### src/rtl/sdram_port_arbiter.sv
// rtl/sdram_port_arbiter.sv - two-master round-robin arbiter in front of an Avalon-MM SDRAM controller
// Registers each granted command towards the controller and steers in-order read returns back by ID.
module sdram_port_arbiter #(
  parameter int ADDR_W      = 24,
  parameter int DATA_W      = 16,
  parameter int MAX_PENDING = 4,
  localparam int BE_W       = DATA_W / 8
) (
  input  logic              clk_clk,
  input  logic              reset_reset_n,
  input  logic [ADDR_W-1:0] m0_address,
  input  logic              m0_read,
  input  logic              m0_write,
  input  logic [DATA_W-1:0] m0_writedata,
  input  logic [BE_W-1:0]   m0_byteenable,
  output logic              m0_waitrequest,
  output logic [DATA_W-1:0] m0_readdata,
  output logic              m0_readdatavalid,
  input  logic [ADDR_W-1:0] m1_address,
  input  logic              m1_read,
  input  logic              m1_write,
  input  logic [DATA_W-1:0] m1_writedata,
  input  logic [BE_W-1:0]   m1_byteenable,
  output logic              m1_waitrequest,
  output logic [DATA_W-1:0] m1_readdata,
  output logic              m1_readdatavalid,
  output logic [ADDR_W-1:0] s_address,
  output logic              s_read,
  output logic              s_write,
  output logic [DATA_W-1:0] s_writedata,
  output logic [BE_W-1:0]   s_byteenable,
  input  logic              s_waitrequest,
  input  logic [DATA_W-1:0] s_readdata,
  input  logic              s_readdatavalid,
  output logic              err_proto,
  output logic              err_orphan
);

  localparam int PW = (MAX_PENDING > 1) ? $clog2(MAX_PENDING) : 1;
  localparam int CW = $clog2(MAX_PENDING + 1);
  localparam logic [CW-1:0] MAXP_C = CW'(MAX_PENDING);
  localparam logic [PW-1:0] LASTP_C = PW'(MAX_PENDING - 1);

  typedef enum logic {IDLE, ISSUE} state_t;

  state_t            state_q, state_d;
  logic              last_q, last_d;
  logic [ADDR_W-1:0] s_address_q, s_address_d;
  logic              s_read_q, s_read_d;
  logic              s_write_q, s_write_d;
  logic [DATA_W-1:0] s_writedata_q, s_writedata_d;
  logic [BE_W-1:0]   s_byteenable_q, s_byteenable_d;
  logic [CW-1:0]     cnt_q, cnt_d;
  logic [PW-1:0]     wptr_q, wptr_d, rptr_q, rptr_d;
  logic [MAX_PENDING-1:0] ids_q, ids_d;
  logic [DATA_W-1:0] m0_rdata_q, m0_rdata_d, m1_rdata_q, m1_rdata_d;
  logic              m0_rdv_q, m0_rdv_d, m1_rdv_q, m1_rdv_d;
  logic              err_proto_q, err_proto_d, err_orphan_q, err_orphan_d;

  logic room, elig0, elig1, slot_open, capture, win;
  logic win_write, win_read, push, pop;

  function automatic logic [PW-1:0] ptr_next(input logic [PW-1:0] p);
    return (p == LASTP_C) ? '0 : p + PW'(1);
  endfunction

  // Eligibility uses the registered count, so a same-cycle return never unblocks a read.
  assign room      = (cnt_q < MAXP_C);
  assign elig0     = m0_write | (m0_read & room);
  assign elig1     = m1_write | (m1_read & room);
  assign slot_open = (state_q == IDLE) | ~s_waitrequest;
  assign capture   = reset_reset_n & slot_open & (elig0 | elig1);
  assign win       = (elig0 & elig1) ? ~last_q : elig1;
  assign win_write = win ? m1_write : m0_write;
  assign win_read  = win ? m1_read : m0_read;
  assign push      = capture & ~win_write & win_read;
  assign pop       = s_readdatavalid & (cnt_q != '0);

  always_comb begin
    state_d        = state_q;
    last_d         = last_q;
    s_address_d    = s_address_q;
    s_read_d       = s_read_q;
    s_write_d      = s_write_q;
    s_writedata_d  = s_writedata_q;
    s_byteenable_d = s_byteenable_q;
    cnt_d          = cnt_q;
    wptr_d         = wptr_q;
    rptr_d         = rptr_q;
    ids_d          = ids_q;
    m0_rdata_d     = m0_rdata_q;
    m1_rdata_d     = m1_rdata_q;
    m0_rdv_d       = 1'b0;
    m1_rdv_d       = 1'b0;
    err_proto_d    = err_proto_q | (m0_read & m0_write) | (m1_read & m1_write);
    err_orphan_d   = err_orphan_q | (s_readdatavalid & (cnt_q == '0));

    if (capture) begin
      state_d        = ISSUE;
      last_d         = win;
      s_address_d    = win ? m1_address : m0_address;
      s_writedata_d  = win ? m1_writedata : m0_writedata;
      s_byteenable_d = win ? m1_byteenable : m0_byteenable;
      s_write_d      = win_write;
      s_read_d       = win_read & ~win_write;
    end else if ((state_q == ISSUE) && !s_waitrequest) begin
      state_d   = IDLE;
      s_read_d  = 1'b0;
      s_write_d = 1'b0;
    end

    if (push) begin
      ids_d[wptr_q] = win;
      wptr_d        = ptr_next(wptr_q);
    end
    if (pop) begin
      rptr_d = ptr_next(rptr_q);
      if (ids_q[rptr_q]) begin
        m1_rdata_d = s_readdata;
        m1_rdv_d   = 1'b1;
      end else begin
        m0_rdata_d = s_readdata;
        m0_rdv_d   = 1'b1;
      end
    end
    case ({push, pop})
      2'b10:   cnt_d = cnt_q + CW'(1);
      2'b01:   cnt_d = cnt_q - CW'(1);
      default: cnt_d = cnt_q;
    endcase
  end

  always_ff @(posedge clk_clk or negedge reset_reset_n) begin
    if (!reset_reset_n) begin
      state_q        <= IDLE;
      last_q         <= 1'b1;
      s_address_q    <= '0;
      s_read_q       <= 1'b0;
      s_write_q      <= 1'b0;
      s_writedata_q  <= '0;
      s_byteenable_q <= '0;
      cnt_q          <= '0;
      wptr_q         <= '0;
      rptr_q         <= '0;
      ids_q          <= '0;
      m0_rdata_q     <= '0;
      m1_rdata_q     <= '0;
      m0_rdv_q       <= 1'b0;
      m1_rdv_q       <= 1'b0;
      err_proto_q    <= 1'b0;
      err_orphan_q   <= 1'b0;
    end else begin
      state_q        <= state_d;
      last_q         <= last_d;
      s_address_q    <= s_address_d;
      s_read_q       <= s_read_d;
      s_write_q      <= s_write_d;
      s_writedata_q  <= s_writedata_d;
      s_byteenable_q <= s_byteenable_d;
      cnt_q          <= cnt_d;
      wptr_q         <= wptr_d;
      rptr_q         <= rptr_d;
      ids_q          <= ids_d;
      m0_rdata_q     <= m0_rdata_d;
      m1_rdata_q     <= m1_rdata_d;
      m0_rdv_q       <= m0_rdv_d;
      m1_rdv_q       <= m1_rdv_d;
      err_proto_q    <= err_proto_d;
      err_orphan_q   <= err_orphan_d;
    end
  end

  assign m0_waitrequest   = ~(capture & ~win);
  assign m1_waitrequest   = ~(capture & win);
  assign m0_readdata      = m0_rdata_q;
  assign m1_readdata      = m1_rdata_q;
  assign m0_readdatavalid = m0_rdv_q;
  assign m1_readdatavalid = m1_rdv_q;
  assign s_address        = s_address_q;
  assign s_read           = s_read_q;
  assign s_write          = s_write_q;
  assign s_writedata      = s_writedata_q;
  assign s_byteenable     = s_byteenable_q;
  assign err_proto        = err_proto_q;
  assign err_orphan       = err_orphan_q;

endmodule

### config.mk
export PLATFORM = sky130hd
export DESIGN_NAME = sdram_port_arbiter
export DESIGN_NICKNAME = d
export VERILOG_FILES = /design/src/rtl/sdram_port_arbiter.sv
export SDC_FILE = /design/constraint.sdc
export NUM_CORES = 1
export LEC_CHECK = 0
export ABC_AREA = 0
export CORE_ASPECT_RATIO = 0.5
export CORE_MARGIN = 5
export CORE_UTILIZATION = 41
export DETAILED_ROUTE_END_ITERATION = 8
export MAX_ROUTING_LAYER = met4
export PLACE_DENSITY = 0.8
export SLEW_MARGIN = 15
export SYNTH_ARGS = -nofsm -noshare
export SYNTH_HDL_FRONTEND = slang
export SYNTH_SLANG_ARGS = --single-unit
### constraint.sdc
create_clock -name clk_clk -period 2.9 [get_ports clk_clk]
set_clock_uncertainty 0.15 [all_clocks]
set_input_delay 0.58 -clock clk_clk [delete_from_list [all_inputs] [get_ports clk_clk]]
set_output_delay 0.58 -clock clk_clk [all_outputs]
set_load 0.05 [all_outputs]
# Word-level counts from Yosys, hierarchy flattened
# Index checks and enable logic that the tools add are counted.
[word_totals]
register_bits = 93
latchBits = 0
ram_bits = 0
mem_bits_ro = 0
in_bits = 108
output_inout_bits = 82
elab_cells = 89
n_memories = 0
[op_classes]
add_sub_neg = 4
multipliers = 0
div = 0
order_cmp = 4
eq_ne = 4
shift = 0
muxes = 22
bitwise_logic = 29
n_reduce_logical = 9
[ops]
columns = ["operator", "count"]
rows = [
  ["two-way mux 24 bit", 1],
  ["two-way mux 16 bit", 1],
  ["AND 1 bit", 14],
  ["two-way mux 1 bit", 13],
  ["inverter 1 bit", 8],
  ["OR 1 bit", 7],
  ["== test 2 bit (second input constant)", 3],
  ["< comparator 2 x 3 -> 1 bit (second input constant)", 2],
  ["two-way mux 2 bit", 3],
  ["one-hot mux 3 bit (2 select lines)", 1],
  ["adder 2 x 1 -> 2 bit (second input constant)", 2],
  ["bitwise mux 4 bit", 1],
  ["AND reduction 2 bit", 2],
  ["nonzero test 2 bit", 2],
  ["adder 3 x 1 -> 3 bit (second input constant)", 1],
  ["zero test 3 bit", 1],
  ["< comparator 3 bit (second input constant)", 1],
  ["nonzero test 3 bit", 1],
  ["subtractor 3 x 1 -> 3 bit (second input constant)", 1],
  ["binary-select mux 1 bit (select 2 bit)", 1],
  ["demux 1 bit (select 2 bit)", 1],
  ["== test 2 x 1 -> 1 bit (second input constant)", 1],
  [">= comparator 2 x 1 -> 1 bit (second input constant)", 1],
  ["logical AND 1 bit", 2],
  ["zero test 1 bit", 1],
]

# Longest topological paths before layout
# Gate-level depths: netlist (run 1).
[logic_depth]
depth_word = 11
depth_mapped = 11
depth_no_buf = 10

# Worst setup path after synthesis (run 1)
# Ideal clock, no wire load.
[synth_timing]
path_kind = "input -> output"
startpoint = "input m1_write"
endpoint = "output m0_waitrequest"
t_arrival_ps = 1905
t_required_ps = 2170
setup_slack_ps = 265
path_stages = 7
path_buffers = 3
cell_sequence = "clkbuf_1 o21ai_0 o31a_1 a21oi_4 buf_4 buf_2 nand2_1"
[synth_between]
elab_chain_len = 6
elab_cells_between_ends = 8
classes_between = "1 x mux; 7 x bitwise"
[synth_rtl]
columns = ["element", "line", "rtl"]
rows = [
  ["start: declaration", "21", "input logic m1_write,"],
  ["OR 1 bit (*)", "70", "assign elig1 = m1_write | (m1_read & room);"],
  ["AND 1 bit", "73", "assign win = (elig0 & elig1) ? ~last_q : elig1;"],
  ["two-way mux 1 bit", "73", ""],
  ["inverter 1 bit", "173", "assign m0_waitrequest = ~(capture & ~win);"],
  ["AND 1 bit (*)", "173", ""],
  ["inverter 1 bit (*)", "173", ""],
  ["end: declaration", "16", "output logic m0_waitrequest,"],
]
# Every way passes the cells marked *; elsewhere a longest branch is shown, timed or not.

# Worst setup path after layout (run 1)
[layout_timing]
startpoint = "input m0_read"
endpoint = "output m1_waitrequest"
[layout_between]
elab_chain_len = 6
elab_cells_between_ends = 8
classes_between = "1 x mux; 7 x bitwise"
[layout_rtl]
columns = ["element", "line", "rtl"]
rows = [
  ["start: declaration", "12", "input logic m0_read,"],
  ["AND 1 bit (*)", "69", "assign elig0 = m0_write | (m0_read & room);"],
  ["OR 1 bit (*)", "69", ""],
  ["OR 1 bit / AND 1 bit (equally long branches)", "72, 73", ""],
  ["AND 1 bit / two-way mux 1 bit (equally long branches)", "72, 73", ""],
  ["AND 1 bit (*)", "174", "assign m1_waitrequest = ~(capture & win);"],
  ["inverter 1 bit (*)", "174", ""],
  ["end: declaration", "24", "output logic m1_waitrequest,"],
]
# Marks and branches as above.

==> results of run 1 <==
## cell usage after synthesis (3+ instances only)
cell       n
nand2_1   96
dfrtp_1   92
nor2_1    48
a31oi_1   43
mux2_2    34
buf_2     13
inv_1      8
clkbuf_1   6
ha_1       6
nand3_1    6
mux2_1     4
nand3b_1   3
o21ai_0    3
## power by group through the flow
stage               Clock (mW)  Combinational (mW)  Sequential [mW]
floorplan                    0                1.26             4.15
global placement             0                4.69             2.28
detailed placement           0                4.74             2.31
CTS                       1.18                4.74             2.29
global route              1.24                4.97             2.38
finish                    1.15                4.69             2.28
## final cells by class
type / instances / area (sq um) / share of cell area (%)
clock inverters: 7 / 70.07 / 1.085
multi-input cells: 269 / 1622 / 25.12
well taps: 135 / 168.9 / 2.616
flip-flops and latches: 93 / 2328 / 36.07
clock buffers: 9 / 225.2 / 3.488
inverters: 8 / 30.03 / 0.4651
repair buffers: 206 / 2012 / 31.16
## per-layer routing
layer,share of wire [%],vias to the layer above
li1,-,1726
met1,42,1656
met2,49,119
met3,5.5,27
met4,3.1,0
met5,0,-
## placed cells by master (no fill, tap or decap), drive strengths merged, types with 4 or more instances in the layout
master,instances
clkbuf,9
buf,20
clkdlybuf4s50,186
nand2,97
inv,11
a31oi,43
mux2,38
dfrtp,92
ha,6
o21ai,4
nor2,49
nand3,6
## registers in the layout, indices dropped and copies added, names as in the netlist, 2 cells and up
name,flops
s_byteenable,2
rptr_q,2
ids_q,4
s_writedata,16
m1_readdata,16
wptr_q,2
cnt_q,3
s_address,24
m0_readdata,16
## path summary, 6_finish.rpt
| kind | end | cells after the start | start |
|---|---|---|---|
| max reg2reg | cnt_q[2] | 9 | cnt_q[2] |
| max | m1_waitrequest | 7 | m0_read |
| min reg2reg | err_orphan | 1 | err_orphan |
| max in group asynchronous | m0_readdata[2] | 2 | reset_reset_n |
| min in group clk_clk | err_orphan | 1 | err_orphan |
| min | s_write | 2 | reset_reset_n |
## logic make-up (layout without fill, tap and decap cells)
| kind of cell | after synthesis | in the layout |
|---|---|---|
| AO/OA/AOI/OAI | 57 | 57 |
| XOR/XNOR | 3 | 3 |
| adder cells (fa/ha/maj) | 7 | 7 |
| buffers and inverters | 30 | 230 |
| flip-flops | 93 | 93 |
| multiplexers | 40 | 40 |
| AND/OR/NAND/NOR | 162 | 162 |
## per-stage QoR
| stage | power, mW | hold WS, ns | setup WS, ns | instances |
|---|---|---|---|---|
| floorplan | 5.404 | 0.1344 | 0.2652 | 392 |
| global placement | 6.962 | 0.2913 | 0.1296 | 711 |
| detailed placement | 7.053 | 0.2973 | 0.04383 | 711 |
| CTS | 8.217 | 0.2031 | 0.1052 | 727 |
| global route | 8.584 | 0.2175 | 0.01795 | 727 |
| finish | 8.126 | 0.1836 | 0.09862 | 727 |
==> results.md, run 1 <==
Power:
- The combinational group share of total power is 57.8%.
- The worst IR drop on VDD is 0.4459 mV.
- Net switching is a little under half of the power.
- The clock network fraction of design power is 14.1%.
- In this run, flip-flops and latches consume 28.1% of the power.
- The switching power summed over all nets is ~3.9 mW.
- The internal power of the cells totals 4.227 mW.
- Summed over all cells, the static leakage comes to 2.743 nW.
- For this design the ratio of total power to cell area is 1259 nW/um^2.

Floorplanning:
- For this configuration, the core starts out at a cell density of 42.69%.
- The core region is 9572 sq um.
- The number of rows created at floorplan is 25.
- The floorplan step defined a die boundary enclosing 12,180 sq um.
- The floorplan die width is between 150 and 200 um.
- 190 I/O pins were placed.
- From bottom edge to top edge, the die measures 80.60 um.

Timing:
- In the final timing run, aggregate negative setup slack is 0 ns.
- Setup repair after global routing left no endpoint under its margin.
- The number of pins exceeding their max-slew limit in the final report is 0.
- The highest achievable clock rate is 357.0 MHz.
- After layout, the worst path uses 96.60% of the clock period.
- The worst pin sits at a relative slew slack of between 50 and 60%.
- The final critical path time including I/O delays and setup is 2.801 ns.
- The count of endpoints failing setup in the final report is 0.
- The final hold violation count came to 0.
- The slew of the pin with the lowest slew margin is about 0.66 ns.

Critical path:
- The critical path class is in2out.
- In this run the worst path has a maximum fanout of 17.
- The data arrival time of the critical path is just over 2 ns.
- The worst setup path is launched from a primary input.
- Traced cell by cell, the critical path runs through clkdlybuf4s50_1 -> nor2_1 -> o31a_1 -> a21oi_4 -> buf_4 -> nand2_1 -> buf_4.
- The critical path's most frequent cell is buf_4.
- The top cell family by delay on the critical path is buffers and inverters.
- The number of buffers and inverters on the critical path is 3.
- The slack of the worst reg-to-reg path is 0.63 ns.
- The required time reported for the critical path endpoint is 2.17 ns.
- The delay of the slowest critical-path stage is about 0.5 ns.
- The endpoint class of the critical path is a primary output.
- The slowest cell on the critical path is clkdlybuf4s50_1.

GRT:
- The global routing met3 resource utilization is 4.904%.
- For met2 alone, demand over resource in global routing was between 30 and 40%.
- The global routing met1 resource utilization is 23.02%.
- The total overflow left after global routing is 0.
- The via count of the first global-routing pass is 3,634.
- Entering global routing, the biggest net connects 54 pins.
- met2 is the most crowded layer.
- The number of antenna violations at the first check in global routing is 0.
- The global-route wire length before repair is 17.95 mm.
- The global routing usage summed across all routing layers is 19.50%.

CTS:
- The maximum buffer depth of the clock tree is 2.
- The clock transition at the registers of the reported paths is 0.07 ns.
- The CTS tree is done.
- The number of clock buffers inserted by TritonCTS is 9.
- The clock insertion delay at the later pin of the skew report is 0.34 ns.
- The tree built by TritonCTS fans out to 93 sinks.
- The post-CTS setup buffer count is 0.
- The number of hold buffers added after CTS was 0.
- The root buffer cell chosen for the clock tree is clkbuf_16.
- The number of levels in the clock H-tree is 3.
- In this run, post-CTS repair resized a total of 0 instances.

Synthesis:
- Sequential cells were found to cover 56.98% of the synthesized design area.
- In the post-synthesis netlist, the biggest area contributors are dfrtp_1 56%, mux2_2 9.4%, nand2_1 8.8%, a31oi_1 6.6%, nor2_1 4.4%.
- In this run, synthesis inferred 0 flip-flops with an integrated enable.
- Summing the areas of all fa, ha and maj instances in the mapped netlist gives 2.327% of the synthesized area.
- The post-synthesis net count is 507.
- The distinct cell type count of the synthesized netlist is 36.
- The proportion of synthesized flip-flops having asynchronous set or reset is 100.0%.
- For this run, the leading register cell type out of synthesis is dfrtp_1.
- In the synthesized netlist, mux cells make up 11.27% of the area.
- The share of the synthesized area in compound gates (AO/OA/AOI/OAI) is about 9%.
- The Yosys step of the flow raised 0 warnings.
- The library cell occupying the most area in the post-synthesis netlist is dfrtp_1.
- By area, the combinational part of the netlist is dominated by simple AND/OR/NAND/NOR gates.
- The fraction of post-synthesis cell area in the top cell type by area is 56.34%.
- The cell count after synthesis came out at slightly below 400.
- The share of the synthesized netlist area taken by xor and xnor gates is 0.6430%.
- The post-synthesis cell area is 4086 sq um.
- The synthesized netlist devotes 15.98% of its cell area to simple gates.
- The register bit count reported by yosys is 93.
- After synthesis, the mean cell area works out to about 10 sq um.

Finish:
- For this run, the share of the core covered by cells in the final layout is between 60% and 70%.
- The net count of the finished layout is 702.
- The filler cell count is 784.
- The number of antenna diodes in the final layout is 0.
- The finished cells cover 6456 sq um.
- The layout overhead on the synthesized area is 57.99%.
- The ratio of cells with drive above 1 in the final layout is 12.84%.

Flow run:
- The max-capacitance violation count is 0.

Place:
- The number of buffers inserted by port buffering is 189.
- In this run the cell area measured after placement is 6161 sq um.
- After legalization and detailed placement, the total HPWL measured 8.474 mm.
- At the end of routability-driven placement, the weighted congestion stood at approximately 0.86.

Detailed routing:
- For this run, design rule violations remaining after detail routing come to 0.
- Using the TritonRoute via totals, the vias-per-cell ratio works out to 4.853.
- Summing over every cut layer, the via total after detailed routing is 3,528.
- The total routed wirelength is 11.29 mm.
- For this run, the detailed router's first-pass iteration total came to 4.
- The wire length per cell after detailed routing is 15.52 um.
- The first-iteration detailed-routing DRC count is 174.
- The number of nets with antenna violations after detailed routing is 0.

Run status:
- The flow ran to the end, and the final reports show no timing, DRC or antenna violations.

Worst hold path:
- The worst hold path class is in2async.
Note: power is estimated with default switching activity, not from simulation.
==> run 2: changes to the inputs <==
--- a/config.mk
+++ b/config.mk
@@ -8,11 +8,12 @@
 export ABC_AREA = 0
 export CORE_ASPECT_RATIO = 0.5
 export CORE_MARGIN = 5
-export CORE_UTILIZATION = 41
+export CORE_UTILIZATION = 37
 export DETAILED_ROUTE_END_ITERATION = 8
 export MAX_ROUTING_LAYER = met4
-export PLACE_DENSITY = 0.8
+export PLACE_DENSITY = 0.76
 export SLEW_MARGIN = 15
 export SYNTH_ARGS = -nofsm -noshare
 export SYNTH_HDL_FRONTEND = slang
 export SYNTH_SLANG_ARGS = --single-unit
+export TNS_END_PERCENT = 50
==> constraint.sdc (replaced) <==
create_clock -name clk_clk -period 2.42 [get_ports clk_clk]
set_clock_uncertainty 0.15 [all_clocks]
set_input_delay 0.484 -clock clk_clk [delete_from_list [all_inputs] [get_ports clk_clk]]
set_output_delay 0.484 -clock clk_clk [all_outputs]
set_load 0.05 [all_outputs]
==> results.md, run 2 (synthesized netlist as in run 1, its figures left out) <==
GRT:
- The remaining global-route overflow is 0.
- Global routing consumed, on the met2 layer, 32.34% of the routing resources.
- The number of antenna violations at the first check in global routing came to 0.
- The global-route wire length before repair is 19.04 mm.
- The global routing usage summed across all routing layers is 18.44%.
- The via count of the first global-routing pass was 3,658.
- The global routing met3 resource utilization is approximately 4.5%.
- The pin count of the biggest net entering global routing is 69.
- The most congested layer reported by global routing is met2.
- In the global route stage, met1 resource usage came out at around a fifth.

Floorplanning:
- In this run the vertical extent of the chip is 84.31 um.
- The count of pins on the block boundary is 190.
- The floorplan die area is 13,370 sq um.
- In this run the core area contains 27 standard-cell rows.
- The core region is 10,880 sq um.
- The floorplan die width is 158.6 um.
- The effective utilization at floorplan is 37.57%.

Power:
- The total leakage power is 2.865 nW.
- Across the VDD grid, the largest voltage drop is 0.5726 mV.
- For this design the ratio of total power to cell area is 1512 nW/um^2.

Finish:
- The most common cell after layout, fill and taps aside is clkdlybuf4s50_1.
- Compared with the post-synthesis result, the final layout area differs by 63.72%.
- The register with the most flip-flops in the layout has 24 of them.
- The ratio of cells with drive above 1 in the final layout is 15.07%.
- At the end of the flow, the number of nets in the layout was 714.
- The library cells used most frequently in the layout, excluding fill and tap cells, are 182 x clkdlybuf4s50_1, 94 x nand2_1, 92 x dfrtp_1, 48 x nor2_1, 43 x a31oi_1.
- The filler cell count is roughly 900.
- The end-of-flow core utilization is 61.50%.
- The count of antenna diodes in the layout is 0.

Place:
- The global placer's final weighted congestion is between 0.7 and 0.8.
- Once detailed placement completed, the half-perimeter wirelength came to 8.626 mm.
- The number of buffers inserted by port buffering is 189.

CTS:
- The H-tree generated during clock tree synthesis spans 3 levels.
- The clock sink count is 93.
- The cell chosen for the clock root is clkbuf_16.
- Hold repair after CTS inserted 0 buffers.
- TritonCTS created 9 clock buffers.
- The CTS tree is done.
- The clock transition at the registers of the reported paths is 0.06 ns.
- The maximum buffer depth of the clock tree is 2.
- The later pin in the worst-skew pair is clocked with a latency of 0.34 ns.

Critical path:
- Along the worst path, the maximum fanout reaches 6.
- The worst setup path is of the in2out kind.
- The worst register-to-register path ends at ids_q[0].
- The startpoint type of the worst setup path is a primary input.
- The worst setup path is captured at a primary output.
- Across all register-to-register paths, the minimum setup slack is 0.16 ns.
- The number of cells on the worst reg-to-reg path is 7.
- The data arrival time of the critical path is roughly 1.7 ns.
- The worst register-to-register path begins at cnt_q[2].
- The required time reported for the critical path endpoint is between 1.5 and 2 ns.

Timing:
- The highest achievable clock rate is 433.2 MHz.
- The final hold violation count is 0.
- The worst pin sits at a relative slew slack of 53.40%.
- On the final layout, the worst hold slack is 0.06023 ns.
- The fraction of the cycle the final worst path needs is a little over nine tenths.
- The count of endpoints failing setup in the final report is 0.
- For the pin with the worst max-slew slack, the measured transition is 0.6990 ns.
- The smallest clock period supported by the final layout is computed as 2.309 ns.
- In the final timing run, aggregate negative setup slack is 0 ns.
- Setup repair after global routing left no endpoint under its margin.
- The number of pins exceeding their max-slew limit in the final report is 0.

Detailed routing:
- For this block, the routed nets add up to about 12 mm of wire.
- Before antenna repair, the detailed router went through 4 iterations.
- The number of nets with antenna violations after detailed routing is 0.
- The wire length per cell after detailed routing is between 15 and 20 um.
- After detailed routing, the number of vias per cell comes to 4.865.
- The number of vias after detailed routing is 3,644.
- For this run, design rule violations remaining after detail routing come to 0.
- After the first detailed-routing iteration, the DRC count stood at around 210.

Flow run:
- Across the run, the number of max-cap violations was 0.

Worst hold path:
- The path class of the tightest hold or removal check is in2async.

Run status:
- The flow ran to the end, and the final reports show no timing, DRC or antenna violations.
==> run 2: changes by cell type in the layout (fill, tap and decap cells not counted), moves of 2 or more <==
| cell | before | now |
|---|---|---|
| buf_4 | 20 | 22 |
| clkdlybuf4s50_1 | 186 | 182 |
| nand2_2 | 1 | 3 |
| nand2_1 | 96 | 94 |
| dlygate4sd2_1 | 0 | 2 |
| buf_12 | 0 | 7 |
==> run 2: per-layer routing <==
layer | up-vias | share of wire, %
met1 | 1790 | 39
met5 | - | 0
met4 | 0 | 1.4
met2 | 91 | 54
met3 | 13 | 4.8
li1 | 1750 | -
==> run 2: how the worst max path moves through the flow <==
stage	end	slack [ns]	start
final	m1_waitrequest	0.11	m0_read
after global placement	ids_q[0]	-0.38	m0_read
after detailed placement	ids_q[0]	-0.45	m0_read
after CTS	cnt_q[2]	-0.06	m1_write
after floorplan	cnt_q[2]	-0.02	m1_write
after global routing	cnt_q[2]	0.003	m0_read
==> run 2: area by class of cell <==
type	instances	area, sq um	area share, %
well taps	145	181.4	2.712
multi-input cells	269	1629	24.35
inverters	8	30.03	0.4488
clock buffers	10	229.0	3.422
repair buffers	218	2221	33.20
flip-flops and latches	93	2328	34.80
clock inverters	6	71.32	1.066
==> run 2: repair_timing <==
action / in CTS / in global routing
pin swaps: 2 / 5
buffers inserted: 4 / 0
hold endpoints to repair: 0 / 0
cloned: 1 / 0
endpoints found under the setup margin: 7 / 4
resized for setup: 12 / 3
==> run 2: stage by stage <==
step           power [mW]  instances  instance area [sq um]  setup slack, ns
4_1_cts             10.20        749                   6691         -0.06273
3_5_place_dp        8.670        728                   6304          -0.4479
3_3_place_gp        8.569        728                   6304          -0.3843
5_1_grt             10.65        749                   6690         0.002508
6_report            10.12        749                   6690           0.1115
2_1_floorplan       6.478        392                   4089         -0.02064
==> run 2: power by group <==
| group | switching [mW] | total, mW | internal [mW] |
|---|---|---|---|
| clock | 0.622 | 1.43 | 0.813 |
| combinational | 3.68 | 5.94 | 2.26 |
| sequential | 0.437 | 2.74 | 2.31 |
| total | 4.74 | 10.1 | 5.38 |
==> run 2: worst max-delay path, stage by stage <==
cell and delay [ns]:
dlygate4sd2_1 0.30, nor2_1 0.06, o31a_1 0.29, a21oi_4 0.18, buf_12 0.13, nand2_2 0.07, buf_8 0.15
